<file path="src/rtl/sam_pkg.sv">
// Shared definitions for the SAM memory bus: FSM states, requester ids
// and bus widths.
package sam_pkg;

  localparam int ADDR_W = 8;
  localparam int DATA_W = 8;

  localparam logic ID_CPU = 1'b0;
  localparam logic ID_CON = 1'b1;

  typedef enum logic [1:0] {
    ST_IDLE  = 2'd0,
    ST_ISSUE = 2'd1,
    ST_RESP  = 2'd2
  } state_t;

endpackage

</file>
<file path="src/rtl/mem_bus_arbiter.sv">
// Two-port arbiter sharing the SAM memory bus between the CPU and the
// console port. One access per IDLE -> ISSUE -> RESP pass.
//
// Handshake: a requester raises req with rw/addr/wdata stable and holds
// them until its ack. ack is a single-cycle pulse; rdata/err are valid
// only while ack is high. req still high after ack is a new access.
module mem_bus_arbiter
  import sam_pkg::*;
#(
  parameter int MEM_DEPTH = 64
) (
  input  logic              clk,
  input  logic              rst,
  input  logic              pause,
  input  logic              cpu_req,
  input  logic              cpu_rw,
  input  logic [ADDR_W-1:0] cpu_addr,
  input  logic [DATA_W-1:0] cpu_wdata,
  output logic              cpu_ack,
  output logic [DATA_W-1:0] cpu_rdata,
  output logic              cpu_err,
  input  logic              con_req,
  input  logic              con_rw,
  input  logic [ADDR_W-1:0] con_addr,
  input  logic [DATA_W-1:0] con_wdata,
  output logic              con_ack,
  output logic [DATA_W-1:0] con_rdata,
  output logic              con_err,
  output logic              mem_en,
  output logic              mem_rw,
  output logic [ADDR_W-1:0] mem_addr,
  output logic [DATA_W-1:0] mem_wdata,
  input  logic [DATA_W-1:0] mem_rdata,
  output state_t            dbg_state
);

  localparam logic [ADDR_W:0] LP_DEPTH = MEM_DEPTH[ADDR_W:0];

  state_t              r_state;
  state_t              w_next_state;
  logic                r_last_gnt;
  logic                r_id;
  logic                r_rw;
  logic [ADDR_W-1:0]   r_addr;
  logic [DATA_W-1:0]   r_wdata;
  logic                r_in_range;

  logic                w_grant;
  logic                w_gnt_id;
  logic                w_cpu_cand;
  logic                w_sel_rw;
  logic [ADDR_W-1:0]   w_sel_addr;
  logic [DATA_W-1:0]   w_sel_wdata;
  logic                w_issue;
  logic                w_resp;
  logic [DATA_W-1:0]   w_resp_data;

  // The CPU is masked while paused; on a conflict the port not granted
  // last wins.
  always_comb begin
    w_next_state = r_state;
    w_grant      = 1'b0;
    w_gnt_id     = r_last_gnt;
    w_cpu_cand   = cpu_req & ~pause;
    case (r_state)
      ST_IDLE: begin
        if (w_cpu_cand && con_req) begin
          w_grant  = 1'b1;
          w_gnt_id = (r_last_gnt == ID_CON) ? ID_CPU : ID_CON;
        end else if (w_cpu_cand) begin
          w_grant  = 1'b1;
          w_gnt_id = ID_CPU;
        end else if (con_req) begin
          w_grant  = 1'b1;
          w_gnt_id = ID_CON;
        end
        if (w_grant) w_next_state = ST_ISSUE;
      end
      ST_ISSUE: w_next_state = ST_RESP;
      ST_RESP:  w_next_state = ST_IDLE;
      default:  w_next_state = ST_IDLE;
    endcase
  end

  assign w_sel_rw    = (w_gnt_id == ID_CON) ? con_rw    : cpu_rw;
  assign w_sel_addr  = (w_gnt_id == ID_CON) ? con_addr  : cpu_addr;
  assign w_sel_wdata = (w_gnt_id == ID_CON) ? con_wdata : cpu_wdata;

  always_ff @(posedge clk or posedge rst) begin
    if (rst) begin
      r_state    <= ST_IDLE;
      r_last_gnt <= ID_CON;
      r_id       <= ID_CPU;
      r_rw       <= 1'b0;
      r_addr     <= '0;
      r_wdata    <= '0;
      r_in_range <= 1'b0;
    end else begin
      r_state <= w_next_state;
      if (w_grant) begin
        r_last_gnt <= w_gnt_id;
        r_id       <= w_gnt_id;
        r_rw       <= w_sel_rw;
        r_addr     <= w_sel_addr;
        r_wdata    <= w_sel_wdata;
        r_in_range <= ({1'b0, w_sel_addr} < LP_DEPTH);
      end
    end
  end

  // All outputs decode registered state; reset clears them immediately.
  assign w_issue = (r_state == ST_ISSUE);
  assign w_resp  = (r_state == ST_RESP);

  assign mem_en    = w_issue & r_in_range;
  assign mem_rw    = mem_en & r_rw;
  assign mem_addr  = mem_en ? r_addr  : '0;
  assign mem_wdata = mem_en ? r_wdata : '0;

  assign w_resp_data = (r_rw && r_in_range) ? mem_rdata : '0;

  assign cpu_ack   = w_resp & (r_id == ID_CPU);
  assign cpu_rdata = cpu_ack ? w_resp_data : '0;
  assign cpu_err   = cpu_ack & ~r_in_range;

  assign con_ack   = w_resp & (r_id == ID_CON);
  assign con_rdata = con_ack ? w_resp_data : '0;
  assign con_err   = con_ack & ~r_in_range;

  assign dbg_state = r_state;

endmodule

</file>
<file path="config.mk">
export PLATFORM = sky130hd
export DESIGN_NAME = mem_bus_arbiter
export DESIGN_NICKNAME = d
export VERILOG_FILES = /design/src/rtl/sam_pkg.sv /design/src/rtl/mem_bus_arbiter.sv
export SDC_FILE = /design/constraint.sdc
export NUM_CORES = 1
export LEC_CHECK = 0
export ABC_AREA = 1
export CAP_MARGIN = 25
export CORE_MARGIN = 1.5
export CORE_UTILIZATION = 35
export CTS_BUF_LIST = sky130_fd_sc_hd__clkbuf_2 sky130_fd_sc_hd__clkbuf_4 sky130_fd_sc_hd__clkbuf_8
export DETAILED_ROUTE_END_ITERATION = 7
export GPL_TIMING_DRIVEN = 0
export PLACE_DENSITY = 0.81
export SLEW_MARGIN = 25
export SYNTH_ARGS = -nofsm -noshare
export SYNTH_HDL_FRONTEND = slang
export SYNTH_SLANG_ARGS = --single-unit
</file>
<file path="constraint.sdc">
create_clock -name clk -period 1.2 [get_ports clk]
set_input_delay 0.18 -clock clk [delete_from_list [all_inputs] [get_ports clk]]
set_output_delay 0.18 -clock clk [all_outputs]
set_load 0.02 [all_outputs]
</file>
# ---- Word level (Yosys, flattened, before mapping)
# Cells that the tools add are included.
# W data, S select, Z words.
dict set report totals {
  regBits 22
  output_inout_bits 40
}
dict set report op_classes {
  magnitude_cmp 1
  eq_ne 3
  n_mux 20
  bitwise_logic 10
  n_reduce_logical 3
}
# op count
set op_table {}
lappend op_table {{$mux W8} 7}
lappend op_table {{$mux W1} 11}
lappend op_table {{$lt A8 B7 Y1 const B} 1}
lappend op_table {{$and A1 B1 Y1} 7}
lappend op_table {{$pmux W2 S2} 1}
lappend op_table {{$not A1 Y1} 3}
lappend op_table {{$eq A2 B1 Y1 const B} 1}
lappend op_table {{$eq A2 B2 Y1 const B} 1}
lappend op_table {{$logic_and A1 B1 Y1} 2}
lappend op_table {{$logic_not A2 Y1} 1}
lappend op_table {{$mux W2} 1}
lappend op_table {{$ne A2 B1 Y1 const B} 1}

# ---- Depth between registers and ports, before layout
# Gate-level depths: netlist of the first run.
dict set report logic_depth {
  ltp_word 7
  ltp_mapped 8
  depth_no_buf 8
}

# ---- Worst setup path before layout of the first run
# OpenSTA, ideal clock, no wires.
dict set report synth_timing {
  path_type {reg2out}
  startpoint {register r_state[1] (netlist: dbg_state[1])}
  endpoint {output port con_rdata[0]}
  arrival_time_ns 1.830
  required_time_ns 1.020
  path_slack_ns -0.810
  stages_incl_launch_ff 5
  cell_sequence {dfrtp_1 > inv_1 > nor3_1 > inv_2 > nor3_1}
}
dict set report synth_between {
  elab_chain_cells 3
}
# item line_no
set synth_rtl {}
lappend synth_rtl {{from (decl)} mem_bus_arbiter.sv:39} ;# state_t r_state;
lappend synth_rtl {{from (signal assigned)} mem_bus_arbiter.sv:99} ;# r_state <= w_next_state;
lappend synth_rtl {{$eq A2 B2 Y1} mem_bus_arbiter.sv:113} ;# assign w_resp = (r_state == ST_RESP);
lappend synth_rtl {{$and A1 B1 Y1} mem_bus_arbiter.sv:126} ;# assign con_ack = w_resp & (r_id == ID_CON);
lappend synth_rtl {{via con_ack} mem_bus_arbiter.sv:26} ;# output logic con_ack,
lappend synth_rtl {{$mux W8} mem_bus_arbiter.sv:127} ;# assign con_rdata = con_ack ? w_resp_data : '0;
lappend synth_rtl {{to (decl)} mem_bus_arbiter.sv:27} ;# output logic [DATA_W-1:0] con_rdata,
# The timed path passes the listed nets, and every way through them passes these cells.

# ---- Worst setup path in the final report of the first run
dict set report layout_timing {
  startpoint {register r_state[1] (netlist: dbg_state[1])}
  endpoint {output port con_rdata[6]}
}
dict set report layout_between {
  elab_chain_cells 3
}
# item line_no
set layout_rtl {}
lappend layout_rtl {{$eq A2 B2 Y1} mem_bus_arbiter.sv:113}
lappend layout_rtl {{$and A1 B1 Y1} mem_bus_arbiter.sv:126}
lappend layout_rtl {{$mux W8} mem_bus_arbiter.sv:127}
# No other way between the ends.

==> run_results.csv, run 1 <==
group,metric,value,unit
status,outcome,"complete, but fails checks",
status,violations,"negative setup slack",
timing,fin_setup_tns,-21.32,ns
drt,drt_iter0_drc,43,
timing,max_freq,614,MHz
grt,grt.overflow.total,0,
grt,grt_max_degree,23,
yosys,netlist_area,0.00149,sq mm
worst_setup_path,path_delay_family,"flip-flops",
worst_setup_path,crit_arrival,1.45,ns
cells_and_area,n_antenna_cell,0,
cells_and_area,areaGrowthSynthToFinish,116,%
cts,cts_root_buffer,"clkbuf_8",
power,report.power.total,6.04,mW
placed_design,dp_hpwl,3450,um
cts,numCtsBuffers,3,
grt,use_met1,0.252,
drt,antenna_left,0,
cts,cts_tree,"done",
worst_setup_path,end_kind,"output port",
power,irDropWorstVdd,0.00121,V
worst_setup_path,startpoint_type,"flop",
drt,avgViaCountPerCell,4.69,
yosys,yosys_register_bits,22,
timing,tightest_slew,0.499,ns
yosys,syn-num-nets,257,
floorplan,num_rows,23,
worst_setup_path,required,1.02,ns
timing,final-hold-violation-count,0,
yosys,ys_types,20,
worst_setup_path,rr_worst_depth,8,
worst_setup_path,setup.worst_path.class,"flop to output port",
worst_hold_path,hold_path_class,"input pin to asynchronous set/reset pin",
yosys,yosysSeqAreaShare,0.370,
timing,hold_slack,0.276,ns
floorplan,die_w,68.3,um
yosys,yosysWarnings,0,
worst_setup_path,r2r-start,"dbg_state[1]",
power,p_leak,1.58,nW
worst_setup_path,worst-path-buf-inv,4,
floorplan,die_h,68.3,um
timing,drv_slew,0,
worst_setup_path,crit_chain,"inv_4, nor3_4, buf_6, inv_6, nor3_4, buf_6",
power,power_density,1880,mW/mm^2
timing,fin_skew,0.00748,ns
cells_and_area,nNetsFinal,366,
floorplan,io_pins,87,
grt,met3_usage,0.0230,
yosys,postSynthAreaPerCell,7.10,sq um
cts,ctsHtreeMaxLevel,1,
grt,grt_pass1_wl,7570,um
cts,cts.path.max_buffers,2,
worst_setup_path,r2r_setup_slack,-0.38,ns
cells_and_area,drive_gt1_frac,0.437,
drt,vias,1725,
worst_setup_path,crit_cells,6,
floorplan,core-area,0.00406,sq mm
worst_setup_path,slowest_stage,"dfrtp_2",
grt,use_met2,0.430,
yosys,synthCells,210,
drt,routed_wl,5240,um
cts,cts_sinks,22,
placed_design,io_buffers,86,
timing,rsz0062_at_grt,"yes",
timing,period_share,1.36,
timing,max_slew_margin,0.666,
worst_setup_path,cp_max_fo,5,
grt,grt_pass1_vias,1656,
floorplan,die-area,0.00466,sq mm
worst_setup_path,startpoint,"dbg_state[1]",
worst_setup_path,max_stage_delay,0.45,ns
grt,grt-busiest-layer,"met2",
floorplan,initial_utilization,0.367,
grt,antenna_found_initial,0,
grt,track_usage,0.220,
drt,wl_per_cell,14.2,um
drt,drt_pass1_iterations,4,
drt,drc_errors,0,
worst_setup_path,worstSetupEndpoint,"con_rdata[6]",
timing,finalCriticalPeriod,1.63,ns
cts,worstSkewPairLatency,0.27,ns
placed_design,gp_congestion,0.688,
worst_setup_path,worstReg2RegEnd,"r_wdata[6]",
timing,fin_ws,-0.429,ns
run,cap_violations,0,
timing,setup_viol,60,
cts,path_clk_slew,0.08,ns
==> cells by family after synthesis <==
logic type             synth area share
flip-flops                        0.370
buffers and inverters             0.196
AO/OA/AOI/OAI                     0.119
AND/OR/NAND/NOR                   0.314
==> synthesized netlist by cell type (all sizes together) <==
cell	count	share of area
o21ai	3	0.010
nand2	61	0.17
nand3	5	0.020
buf	8	0.058
dfstp	1	0.018
clkbuf	1	0.0025
nor2	21	0.058
dfrtp	21	0.35
nand3b	1	0.0050
o211ai	15	0.11
nor3	19	0.064
inv	54	0.14
==> registers in the layout, indices dropped and copies added, names as in the netlist <==
register    cells
r_addr          8
r_rw            1
r_wdata         8
dbg_state       2
r_in_range      1
r_id            1
r_last_gnt      1
==> cell type report <==
cell class | instances | area (sq um)
plain buffers | 9 | 141
clock buffers | 4 | 48.8
fillers | 253 | 841
inverters | 54 | 234
multi-input cells | 125 | 1050
flip-flops and latches | 22 | 556
well taps | 50 | 62.6
repair buffers | 102 | 1110
repair inverters | 2 | 15.0
==> report_power, final <==
part	switching [mW]	leakage, nW	internal [mW]
combinational	2.32	1.29	1.80
clock	0.247	0.0262	0.260
sequential	0.275	0.262	1.13
==> cell usage in the layout, fill, tap and decap left out, types with 3 or more instances in the layout <==
master and count:
dfrtp_1 18, clkbuf_8 3, nand2_1 54, nand3_1 3
buf_6 43, nor3_4 19, dfrtp_2 3, nand2_2 3
clkdlybuf4s50_1 46, inv_1 47, o21ai_1 3, buf_4 8
o211ai_1 5, buf_12 6, nor2_4 20, o211ai_2 10
==> layer usage <==
layer	vias to the layer above	wire length, um
li1	851	-
met1	806	1900
met2	64	2960
met3	4	303
met4	0	69
met5	-	0
==> worst register-to-register path: stages (launching register included) <==
cell      delay [ns]
dfrtp_2         0.47
buf_4           0.18
nor2_4          0.16
nand2_2         0.10
nand2_4         0.11
nand2_8         0.08
buf_6           0.16
o211ai_1        0.15
nand2_1         0.07
==> through the flow <==
stage | std cells | utilization | setup slack [ns] | area (sq um)
2_1_floorplan | 210 | - | -0.252 | 1900
4_1_cts | 365 | 0.775 | -0.390 | 3140
3_3_place_gp | 346 | 0.697 | -0.782 | 2830
6_report | 368 | 0.793 | -0.429 | 3220
5_1_grt | 368 | 0.793 | -0.498 | 3220
3_5_place_dp | 346 | 0.697 | -0.809 | 2830
==> what timing repair did <==
| action | in CTS | in global routing |
|---|---|---|
| pin swaps | 8 | 3 |
| cloned | 3 | 1 |
| endpoints found under the setup margin | 61 | 63 |
| gates resized for setup | 248 | 7 |
| hold buffers | 0 | 0 |
| setup buffers | 12 | 2 |
==> worst min-delay path by stage <==
stage / from / end / slack [ns] / cells past startpoint
4_1_cts: rst / r_wdata[0] / 0.42 / 2
3_5_place_dp: r_wdata[7] / r_wdata[7] / 0.47 / 2
2_1_floorplan: rst / r_addr[0] / 0.17 / 1
5_1_grt: rst / r_wdata[0] / 0.32 / 2
6_report: rst / r_wdata[0] / 0.28 / 2
3_3_place_gp: r_wdata[4] / r_wdata[4] / 0.46 / 2
(Power assumes the default switching activity.)
==> run 2: changes to the inputs <==
--- a/config.mk
+++ b/config.mk
@@ -7,7 +7,7 @@
 export LEC_CHECK = 0
 export ABC_AREA = 1
 export CAP_MARGIN = 25
-export CORE_MARGIN = 1.5
+export CORE_MARGIN = 2
 export CORE_UTILIZATION = 35
 export CTS_BUF_LIST = sky130_fd_sc_hd__clkbuf_2 sky130_fd_sc_hd__clkbuf_4 sky130_fd_sc_hd__clkbuf_8
 export DETAILED_ROUTE_END_ITERATION = 7
==> run_results.csv, run 2 (same netlist as run 1, synthesis figures left out) <==
group,metric,value,unit
drt,vias,1881,
status,outcome,"complete, but fails checks",
grt,grt.overflow.total,0,
timing,setup_viol,61,
cells_and_area,drive_gt1_frac,0.505,
cts,worstSkewPairLatency,0.27,ns
power,power_density,2030,mW/mm^2
drt,drc_errors,0,
cells_and_area,n_antenna_cell,0,
power,irDropWorstVdd,0.00114,V
drt,drt_iter0_drc,53,
cells_and_area,fillCellCount,182,
floorplan,die_w,69.3,um
timing,max_freq,578,MHz
floorplan,die_h,69.3,um
drt,avgViaCountPerCell,4.94,
cts,ctsHtreeMaxLevel,1,
drt,antenna_left,0,
floorplan,die-area,0.00480,sq mm
floorplan,initial_utilization,0.367,
cells_and_area,seq_area,558,sq um
worst_setup_path,max_stage_delay,0.43,ns
grt,grt_pass1_wl,9190,um
floorplan,core-area,0.00406,sq mm
worst_setup_path,r2r-start,"dbg_state[0]",
placed_design,dp.cells,346,
worst_setup_path,setup.worst_path.class,"flop to flop",
grt,grt_pass1_vias,1900,
cells_and_area,nNetsFinal,379,
timing,drv_slew,0,
cells_and_area,stdcell_count,381,
cells_and_area,mostFrequentLayoutCells,"buf_6, nand2_1, clkdlybuf4s50_1",
status,violations,"negative setup slack",
timing,tightest_slew,0.511,ns
cts,cts_root_buffer,"clkbuf_8",
timing,max_slew_margin,0.659,
cells_and_area,multi_input_area,0.00112,sq mm
drt,drt_pass1_iterations,4,
worst_hold_path,hold_path_class,"input pin to asynchronous set/reset pin",
worst_setup_path,worstReg2RegEnd,"r_rw",
cts,cts.path.max_buffers,2,
timing,period_share,1.44,
placed_design,gp_congestion,0.781,
drt,routed_wl,6570,um
timing,finalCriticalPeriod,1.73,ns
power,p_leak,1.71,nW
placed_design,dp_hpwl,3470,um
grt,antenna_found_initial,0,
timing,fin_skew,0.00225,ns
cts,cts_sinks,22,
grt,grt_max_degree,23,
worst_setup_path,r2r_setup_slack,-0.53,ns
worst_setup_path,cp_max_fo,7,
floorplan,num_rows,23,
cells_and_area,final_common_cell,"buf_6",
grt,track_usage,0.240,
worst_setup_path,startpoint_type,"flop",
run,cap_violations,0,
timing,fin_setup_tns,-24.32,ns
worst_setup_path,required,1.35,ns
cts,cts_tree,"done",
cts,path_clk_slew,0.08,ns
worst_setup_path,crit_chain,"buf_6, buf_6, nor2_4, nand2_4, nand2_4, nand2_8, clkbuf_16, o211ai_2, nand2_1",
worst_setup_path,rr_worst_depth,9,
timing,final-hold-violation-count,0,
cts,numCtsBuffers,3,
timing,fin_ws,-0.531,ns
drt,wl_per_cell,17.2,um
worst_setup_path,end_kind,"flop",
floorplan,io_pins,87,
cells_and_area,areaGrowthSynthToFinish,136,%
worst_setup_path,crit_arrival,1.88,ns
placed_design,dp_slack,-0.796,ns
timing,rsz0062_at_grt,"yes",
placed_design,io_buffers,86,
worst_setup_path,slowest_stage,"dfrtp_2",
==> run 2: final cells by class <==
type	instances	area share
timing repair inverter	2	0.00356
inverter	54	0.0666
sequential	22	0.159
clock buffer	4	0.0157
buffer	9	0.0424
timing repair buffer	115	0.376
tap	50	0.0178
multi-input combinational	125	0.320
==> run 2: critical path: cells and delay by family, from the launching register on <==
| kind | cells | cell delay, ns |
|---|---|---|
| flip-flops | 1 | 0.43 |
| buffers and inverters | 3 | 0.44 |
| AND/OR/NAND/NOR | 5 | 0.56 |
| AO/OA/AOI/OAI | 1 | 0.17 |
==> run 2: stage by stage <==
| stage | cell area, sq um | hold slack (ns) | util | power (mW) |
|---|---|---|---|---|
| finish | 3510 | 0.288 | 0.866 | 7.12 |
| global route | 3510 | 0.335 | 0.866 | 7.47 |
| CTS | 3310 | 0.420 | 0.816 | 6.27 |
| detailed placement | 2830 | 0.465 | 0.697 | 4.67 |
| global placement | 2830 | 0.461 | 0.697 | 4.59 |
| floorplan | 1900 | 0.168 | - | 3.81 |
==> run 2: what timing repair did <==
action                                  4_1_cts  5_1_grt
setup buffers                                20        4
hold buffers                                  0        0
endpoints found under the setup margin       61       64
gates cloned                                  5        3
resized for setup                           262       35
pin swaps                                    18       25
==> run 2: routing by layer <==
metal	part of all wire	vias to the layer above	GRT usage
met4	0.040	0	0.111
met5	0	-	0
met3	0.056	21	0.0422
li1	-	873	-
met1	0.36	895	0.267
met2	0.54	92	0.440
==> run 2: where the power goes <==
group          switching, mW  internal [mW]  leakage, nW
clock                  0.256          0.293       0.0288
combinational           2.74           2.38         1.42
sequential             0.313           1.14        0.260
total                   3.31           3.81         1.71
==> run 2: worst max-delay path by stage <==
stage | start | to | slack, ns | cells past startpoint
floorplan | dbg_state[1] | con_rdata[0] | -0.25 | 4
finish | dbg_state[0] | r_rw | -0.53 | 9
detailed placement | dbg_state[0] | mem_addr[5] | -0.80 | 6
global placement | dbg_state[0] | mem_addr[5] | -0.79 | 6
CTS | dbg_state[0] | r_addr[3] | -0.42 | 9
global route | dbg_state[0] | r_rw | -0.58 | 9
==> run 3: changes to the inputs <==
--- a/config.mk
+++ b/config.mk
@@ -13,6 +13,7 @@
 export DETAILED_ROUTE_END_ITERATION = 7
 export GPL_TIMING_DRIVEN = 0
 export PLACE_DENSITY = 0.81
+export SKIP_LAST_GASP = 1
 export SLEW_MARGIN = 25
 export SYNTH_ARGS = -nofsm -noshare
 export SYNTH_HDL_FRONTEND = slang
==> run_results.csv, run 3 (same netlist as run 1, synthesis figures left out) <==
group,metric,value,unit
worst_setup_path,r2r_setup_slack,-0.55,ns
floorplan,die_h,69.3,um
worst_hold_path,hold_path_class,"input pin to asynchronous set/reset pin",
cells_and_area,fin_area,0.00352,sq mm
worst_setup_path,path_delay_family,"simple AND/OR/NAND/NOR gates",
timing,period_share,1.46,
floorplan,initial_utilization,0.367,
cts,cts_sinks,22,
timing,fin_skew,0.00121,ns
grt,grt.overflow.total,0,
drt,routed_wl,6860,um
placed_design,dp_slack,-0.796,ns
power,p_leak,1.71,nW
drt,avgViaCountPerCell,5.00,
worst_setup_path,crit_cells,9,
worst_setup_path,max_stage_delay,0.42,ns
drt,antenna_left,0,
grt,grt_max_degree,23,
drt,wl_per_cell,18.0,um
worst_setup_path,r2r-start,"dbg_state[0]",
floorplan,die_w,69.3,um
worst_setup_path,setup.worst_path.class,"flop to flop",
floorplan,die-area,0.00480,sq mm
floorplan,num_rows,23,
cells_and_area,utilization,0.867,
grt,antenna_found_initial,0,
timing,tightest_slew,0.524,ns
floorplan,io_pins,87,
cells_and_area,areaGrowthSynthToFinish,136,%
floorplan,core-area,0.00406,sq mm
placed_design,dpl_cell_area,0.00283,sq mm
placed_design,dp.cells,346,
drt,drt_pass1_iterations,4,
timing,hold_slack,0.292,ns
worst_setup_path,end_kind,"flop",
grt,met3_usage,0.0378,
worst_setup_path,slowest_stage,"dfrtp_2",
cells_and_area,fillCellCount,187,
drt,vias,1906,
cells_and_area,final_common_cell,"buf_6",
grt,track_usage,0.239,
status,violations,"negative setup slack",
timing,drv_slew,0,
worst_setup_path,worstReg2RegEnd,"r_wdata[0]",
grt,grt_pass1_vias,1909,
cells_and_area,drive_gt1_frac,0.505,
grt,grt-busiest-layer,"met2",
worst_setup_path,required,1.35,ns
timing,fin_setup_tns,-24.81,ns
timing,max_freq,570,MHz
worst_setup_path,rr_worst_depth,9,
power,report.power.total,7.17,mW
timing,finalCriticalPeriod,1.75,ns
cts,numCtsBuffers,3,
timing,final-hold-violation-count,0,
grt,grt_pass1_wl,9200,um
worst_setup_path,startpoint,"dbg_state[0]",
cts,path_clk_slew,0.09,ns
timing,fin_ws,-0.553,ns
cts,cts.path.max_buffers,2,
timing,setup_viol,61,
worst_setup_path,startpoint_type,"flop",
placed_design,dp_hpwl,3470,um
grt,use_met2,0.444,
cells_and_area,nNetsFinal,379,
run,cap_violations,0,
cts,postCtsHoldBufs,0,
worst_setup_path,worst-path-buf-inv,3,
power,irDropWorstVdd,0.00114,V
status,outcome,"complete, but fails checks",
cells_and_area,n_antenna_cell,0,
cts,ctsHtreeMaxLevel,1,
cts,cts_root_buffer,"clkbuf_8",
power,power_density,2040,mW/mm^2
cells_and_area,mostFrequentLayoutCells,"buf_6, nand2_1, clkdlybuf4s50_1",
drt,drc_errors,0,
worst_setup_path,crit_arrival,1.90,ns
placed_design,gp_congestion,0.781,
placed_design,io_buffers,86,
timing,rsz0062_at_grt,"yes",
drt,drt_iter0_drc,61,
timing,max_slew_margin,0.650,
cells_and_area,stdcell_count,381,
cts,cts_tree,"done",
grt,use_met1,0.270,
worst_setup_path,crit_chain,"buf_6, buf_6, nor2_4, nand2_4, nand2_4, nand2_8, buf_12, o211ai_2, nand2_1",
cts,worstSkewPairLatency,0.27,ns
worst_setup_path,cp_max_fo,7,
[run 3: cell count changes in the layout (fill, tap and decap cells not counted)]
cell   change
buf_6      +1
buf_4      -1
[run 3: how the worst max path moves through the flow]
stage | end | slack (ns)
finish | r_wdata[0] | -0.55
global route | r_wdata[6] | -0.58
CTS | r_addr[3] | -0.42
detailed placement | mem_addr[5] | -0.80
global placement | mem_addr[5] | -0.79
floorplan | con_rdata[0] | -0.25
[run 3: power by group]
group          internal, mW  switching, mW
Sequential             1.14          0.325
Combinational          2.38           2.76
Clock                 0.294          0.277
Total                  3.81           3.36
[run 3: timing repair]
action                     CTS  global route
gates resized for setup    260            39
pin swaps                   18            27
setup endpoints to repair   61            64
cloned                       5             3
buffers inserted            20             4
[run 3: layout make-up]
class | instances | area, sq um | area share
repair buffers | 115 | 1320 | 0.375
multi-input cells | 125 | 1120 | 0.319
flip-flops and latches | 22 | 558 | 0.159
inverters | 54 | 234 | 0.0665
plain buffers | 9 | 153 | 0.0434
well taps | 50 | 62.6 | 0.0178
clock buffers | 4 | 55.1 | 0.0156
repair inverters | 2 | 12.5 | 0.00356
[run 3: layer usage]
metal | up-vias | routed length, um
met5 | - | 0
li1 | 875 | -
met4 | 0 | 210
met1 | 920 | 2390
met3 | 21 | 405
met2 | 90 | 3850
